### config.mk
export PLATFORM = sky130hd
export DESIGN_NAME = inst_prefetch_buf
export DESIGN_NICKNAME = d
export VERILOG_FILES = /design/src/rtl/inst_prefetch_buf.sv
export SDC_FILE = /design/constraint.sdc
export NUM_CORES = 1
export LEC_CHECK = 0
export BUFFER_PORTS_ARGS = -buffer_cell sky130_fd_sc_hd__buf_2
export CORE_ASPECT_RATIO = 0.5
export CORE_MARGIN = 4
export CORE_UTILIZATION = 38
export DETAILED_ROUTE_END_ITERATION = 10
export GPL_ROUTABILITY_DRIVEN = 0
export SLEW_MARGIN = 20
export SYNTH_ARGS = -nofsm -noshare
export SYNTH_HDL_FRONTEND = slang
export SYNTH_SLANG_ARGS = --single-unit
export TNS_END_PERCENT = 10
### constraint.sdc
create_clock -name CLK -period 8.7 [get_ports CLK]
set_clock_uncertainty 0.2 [all_clocks]
set_input_delay 0.435 -clock CLK [delete_from_list [all_inputs] [get_ports CLK]]
set_output_delay 0.435 -clock CLK [all_outputs]
set_load 0.01 [all_outputs]
### src/rtl/inst_prefetch_buf.sv
// Instruction prefetch queue: circular FIFO of {PC, instruction} pairs between fetch and decode.
// Optional macro FETCH_BYPASS_EN: zero-latency pass-through of a fetched pair when the queue is empty.
module inst_prefetch_buf #(
    parameter int unsigned DEPTH = 4,
    parameter int unsigned PW = 32,
    parameter int unsigned IW = 32,
    parameter logic [IW-1:0] NOP_INST = 'h00000013
) (
    input  logic                       CLK,
    input  logic                       RST,
    input  logic                       flush,
    input  logic                       in_valid,
    output logic                       in_ready,
    input  logic [PW-1:0]              in_pc,
    input  logic [IW-1:0]              in_inst,
    output logic                       out_valid,
    input  logic                       out_ready,
    output logic [PW-1:0]              out_pc,
    output logic [IW-1:0]              out_inst,
    output logic                       fetch_stall,
    output logic [$clog2(DEPTH):0]     count
);

    localparam int unsigned AW = $clog2(DEPTH);
    localparam int unsigned CW = AW + 1;

    logic [PW-1:0] pc_mem   [DEPTH];
    logic [IW-1:0] inst_mem [DEPTH];
    logic [AW-1:0] wr_ptr;
    logic [AW-1:0] rd_ptr;
    logic          bypass;
    logic          push;
    logic          pop;

`ifdef FETCH_BYPASS_EN
    assign bypass = (count == '0) && in_valid && !flush;
`else
    assign bypass = 1'b0;
`endif

    assign in_ready    = (count < CW'(DEPTH));
    assign fetch_stall = ~in_ready;
    assign out_valid   = bypass || ((count != '0) && !flush);
    // A bypassed pair consumed this cycle is never written into the queue.
    assign push = in_valid && in_ready && !flush && !(bypass && out_ready);
    assign pop  = out_valid && out_ready && !bypass;

    always_comb begin
        out_pc   = '0;
        out_inst = NOP_INST;
        if (bypass) begin
            out_pc   = in_pc;
            out_inst = in_inst;
        end else if (out_valid) begin
            out_pc   = pc_mem[rd_ptr];
            out_inst = inst_mem[rd_ptr];
        end
    end

    always_ff @(posedge CLK or posedge RST) begin
        if (RST) begin
            wr_ptr <= '0;
            rd_ptr <= '0;
            count  <= '0;
        end else if (flush) begin
            wr_ptr <= '0;
            rd_ptr <= '0;
            count  <= '0;
        end else begin
            wr_ptr <= wr_ptr + AW'(push);
            rd_ptr <= rd_ptr + AW'(pop);
            count  <= count + CW'(push) - CW'(pop);
        end
    end

    // Storage is deliberately left without reset.
    always_ff @(posedge CLK) begin
        if (push) begin
            pc_mem[wr_ptr]   <= in_pc;
            inst_mem[wr_ptr] <= in_inst;
        end
    end

endmodule

Yosys cells after proc, flatten, opt, wreduce, memory -nomap -nowiden
Memories as Yosys holds them, arrays and structs flattened.
Cells that the tools add are included.

word-level totals
  bits in registers = 7
  bits in writable memories = 256
  output and inout bits = 70
  word-level logic and storage cells = 24
  memories = 2

memory list
  name      words  width  read ports  clocked after Yosys merged registers in  wr ports  RTL line  source
  inst_mem  4      32     1           0                                        1         28        logic [IW-1:0] inst_mem [DEPTH];
  pc_mem    4      32     1           0                                        1         27        logic [PW-1:0] pc_mem [DEPTH];

cells by class
  add/sub/neg operators = 4
  $lt $le $gt $ge = 1
  multiplexer cells = 7
  bitwise gates (word level) = 1
  reductions and logical operators = 6

operator list
  kind                count
  $mux 32             2
  $add 2x1->2         2
  $logic_and 1x1->1   4
  $mux 2              2
  $add 3x1->3         1
  $lt 3x3->1 const B  1
  $mux 3              1
  $reduce_bool 3->1   1
  $sub 3x1->3         1
  $mux 1              2
  $logic_not 1->1     1
  $not 1->1           1

Longest topological paths before layout
  word-level depth = 6
  mapped depth = 9
  depth with buffers taken out = 9

Worst setup path after synthesis
No wires, ideal clock.

  path type = flip-flop to flip-flop
  start point = reg count[2]
  end point = mem inst_mem[0][0] (enable)
  setup time = 0.578 ns
  arrival time = 5.558 ns
  data required time = 7.922 ns
  slack = 2.364 ns
  stages on the path, launching flop included = 3
  buffers on the path = 0
  period minus slack after synthesis = 6.336 ns
  cell sequence = dfrtp_1 nor3b_2 nor3b_1

between the ends
  longest elaborated chain between the ends = 5

RTL lines
  what                             RTL line  source
  start: declaration               21        output logic [$clog2(DEPTH):0] count
  start signal: assignment         72        count <= count + CW'(push) - CW'(pop);
  $lt 3x3->1                       41        assign in_ready = (count < CW'(DEPTH));
  $logic_and 1x1->1 (2 in series)  45        assign push = in_valid && in_ready && !flush && !(bypass && out_ready);
  $mux 1                           78        if (push) begin
  $mux 1 (implied by the code)     80        inst_mem[wr_ptr] <= in_inst;
  end: declaration                 28

Every way passes these cells.

Final worst setup path
  start point = reg rd_ptr[0]
  end point = out out_inst[0]

between the ends
  longest elaborated chain between the ends = 2

RTL lines
  what                      RTL line  source
  start: declaration        30        logic [AW-1:0] rd_ptr;
  start signal: assignment  71        rd_ptr <= rd_ptr + AW'(pop);
  $mem_v2 4x32              -
  $mux 32                   54        end else if (out_valid) begin
  end: declaration          19        output logic [IW-1:0] out_inst,

Every way passes these cells.

==> flow_metrics.tcl <==
set metrics [dict create \
    slew_headroom 0.2962 \
    critPathMaxFanout 47 \
    num_rows 41 \
    vdd_ir_drop_max_v 0.0001494 \
    layout_commonest_cell "edfxtp_1" \
    hold_end "count[1]" \
    min_from "flush" \
    drc 0 \
    cp.arrival_ns 3.08 \
    syn_inst 444 \
    grt_pass1_vias 5351 \
    cts_sinks 263 \
    via_per_inst 4.866 \
    nFillCells 2087 \
    max_slew.worst_pin.slew_ns 1.056 \
    nNetsFinal 731 \
    yosys.area.top_type "edfxtp_1" \
    p_leak_nw 4.399 \
    clk_pin_slew_worst_paths_ns 0.07 \
    slew_violations 0 \
    synth.yosys.seq_area_share 0.7766 \
    yosysTopAreaCellShare 0.7593 \
    outcome "finished clean" \
    syn_avg_cell_area_sq_um 22.80 \
    setup_tns_ns 0 \
    timing.rr.start "count[2]" \
    grtUsageTotal 0.1331 \
    ff_latch_area_sq_mm 0.007870 \
    fmax_mhz 269.1 \
    required_ns 8.07 \
    core_area_sq_mm 0.02570 \
    antenna_found_initial 0 \
    hold_violations 0 \
    crit_type "register to output port" \
    ant_nets 0 \
    synth_fp_nets 517 \
    io_buffers 138 \
    ys_warn_count 0 \
    min_path_type "primary input to register" \
    initial_utilization 0.3939 \
    clk_path_buf_depth 3 \
    dp_hpwl_um 11050 \
    drt_iter0_markers 357 \
    clock-root-buffer "clkbuf_16" \
    ys_ff_latch 263 \
    synthesis.area_sq_mm 0.01012 \
    ff2ff_setup_slack_ns 5.65 \
    insertion_delay_ns 0.51 \
    drive_gt1_frac 0.3772 \
    endpoint_kind "output port" \
    io_pins 139 \
    grt_max_degree 66 \
    chipHeight_um 123.4 \
    cts_tree "built" \
    overflow 0 \
    grt_pass1_wl_um 30670 \
    reg2reg_depth 4 \
    num_vias 4963 \
    rsz0062_at_grt "no" \
    routed_wl_um 19710 \
    r2r-end "pc_mem[1][0]" \
    fin_crit_sh 0.4272 \
    cts_setup_buffers 0 \
    powerDensity_mw_per_mm2 248.6 \
    synthTopCellsByArea "edfxtp_1 (76%), mux4_2 (14%), and2_1 (3.8%)" \
    area_growth_pct 25.17 \
    critPathLaunchType "register" \
    diodes 0 \
    yosysUniqueCellTypes 25 \
    timing.hold.ws_ns 0.07420 \
    drv_cap 0 \
    htree_num_levels 1 \
    multi_input_area_sq_mm 0.002079 \
    finalSetupViolations 0 \
    layout_common_cells "edfxtp_1 (256), buf_2 (138), dlygate4sd3_1 (65), mux4_2 (64), and2_1 (62)" \
    wl_per_cell_um 19.32 \
    cts_buffers 25 \
    dr.pass1.iters 4 \
    dieArea_sq_mm 0.02948 \
    die_w_um 238.8 \
    hold_depth 2 \
    finalCriticalPeriod_ns 3.717 \
]
-- what timing repair did --
action / in CTS / in global routing
setup endpoints to repair: 0 / 0
endpoints found under the hold margin: 263 / 0
hold buffers: 65 / 0
gates resized for setup: 0 / 0
-- Yosys cell counts --
library cell and n:
ha_1 3, or3_1 3, and3_1 1, buf_2 7
xor2_1 2, clkbuf_1 7, nand2b_1 1, nor2_1 7
fa_1 1, nor2b_1 3, edfxtp_1 256, buf_12 6
mux4_2 64, buf_4 1, and3b_1 1, nor3b_2 1
dfrtp_1 7, xnor2_1 2, nand2_1 1, nor3_2 1
buf_6 1, nor3_1 2, nor3b_1 1, inv_1 3
and2_1 62
-- area by class of cell --
cell class / instances / share of cell area
flip-flops and latches: 263 / 0.6210
clock inverters: 18 / 0.02073
repair buffers: 209 / 0.1094
inverters: 3 / 0.0008885
clock buffers: 27 / 0.04996
multi-input cells: 156 / 0.1641
well taps: 344 / 0.03396
-- logic make-up after synthesis --
kind of cell               after synthesis  synth area share
DFF                                    263            0.7766
xor gates and xnor gates                 4          0.003461
buffers and inverters                   25           0.02089
and+or+nand+nor                         84           0.05104
adders and majority gates                4          0.005685
muxes                                   64            0.1424
-- where the power goes --
group	switching (mW)	leakage, nW	internal, mW	total (mW)
clock network	0.446	0.441	0.732	1.18
logic	0.250	1.55	0.240	0.491
registers	0.0347	2.41	1.45	1.48
-- registers in the layout (all words and copies together), names as in the netlist --
signal and flops:
inst_mem 128, pc_mem 128, rd_ptr 2, wr_ptr 2
count 3
-- worst max path at each step --
stage	startpoint	endpoint	slack [ns]	cells after the start
floorplan	count[2]	inst_mem[0][0]	2.36	2
global placement	rd_ptr[0]	out_inst[0]	5.34	4
detailed placement	rd_ptr[0]	out_inst[0]	5.37	4
CTS	rd_ptr[0]	out_inst[0]	4.83	4
global route	rd_ptr[0]	out_inst[0]	4.68	4
finish	rd_ptr[0]	out_inst[0]	4.98	4
-- per-layer routing --
metal,track usage,vias up,wire [um]
met5,0,-,0
met4,0.02390,0,272
met3,0.02340,21,627
met2,0.2370,80,10260
met1,0.1760,2627,8547
li1,-,2235,-
-- per-stage QoR --
stage	total power, mW	std cells	util	area [sq um]	setup slack [ns]
floorplan	1.831	444	-	10120	2.364
detailed placement	1.993	910	0.4329	11130	5.372
global placement	1.988	910	0.4329	11130	5.345
CTS	3.198	1020	0.4931	12670	4.828
global route	3.289	1020	0.4931	12670	4.680
finish	3.151	1020	0.4931	12670	4.983
-- critical path, stage by stage, from the launching register on --
cell,delay [ns]
dfrtp_4,0.67
buf_4,0.83
mux4_2,0.60
or3_1,0.31
buf_2,0.14
No activity file was read; power rests on OpenSTA's default activity.
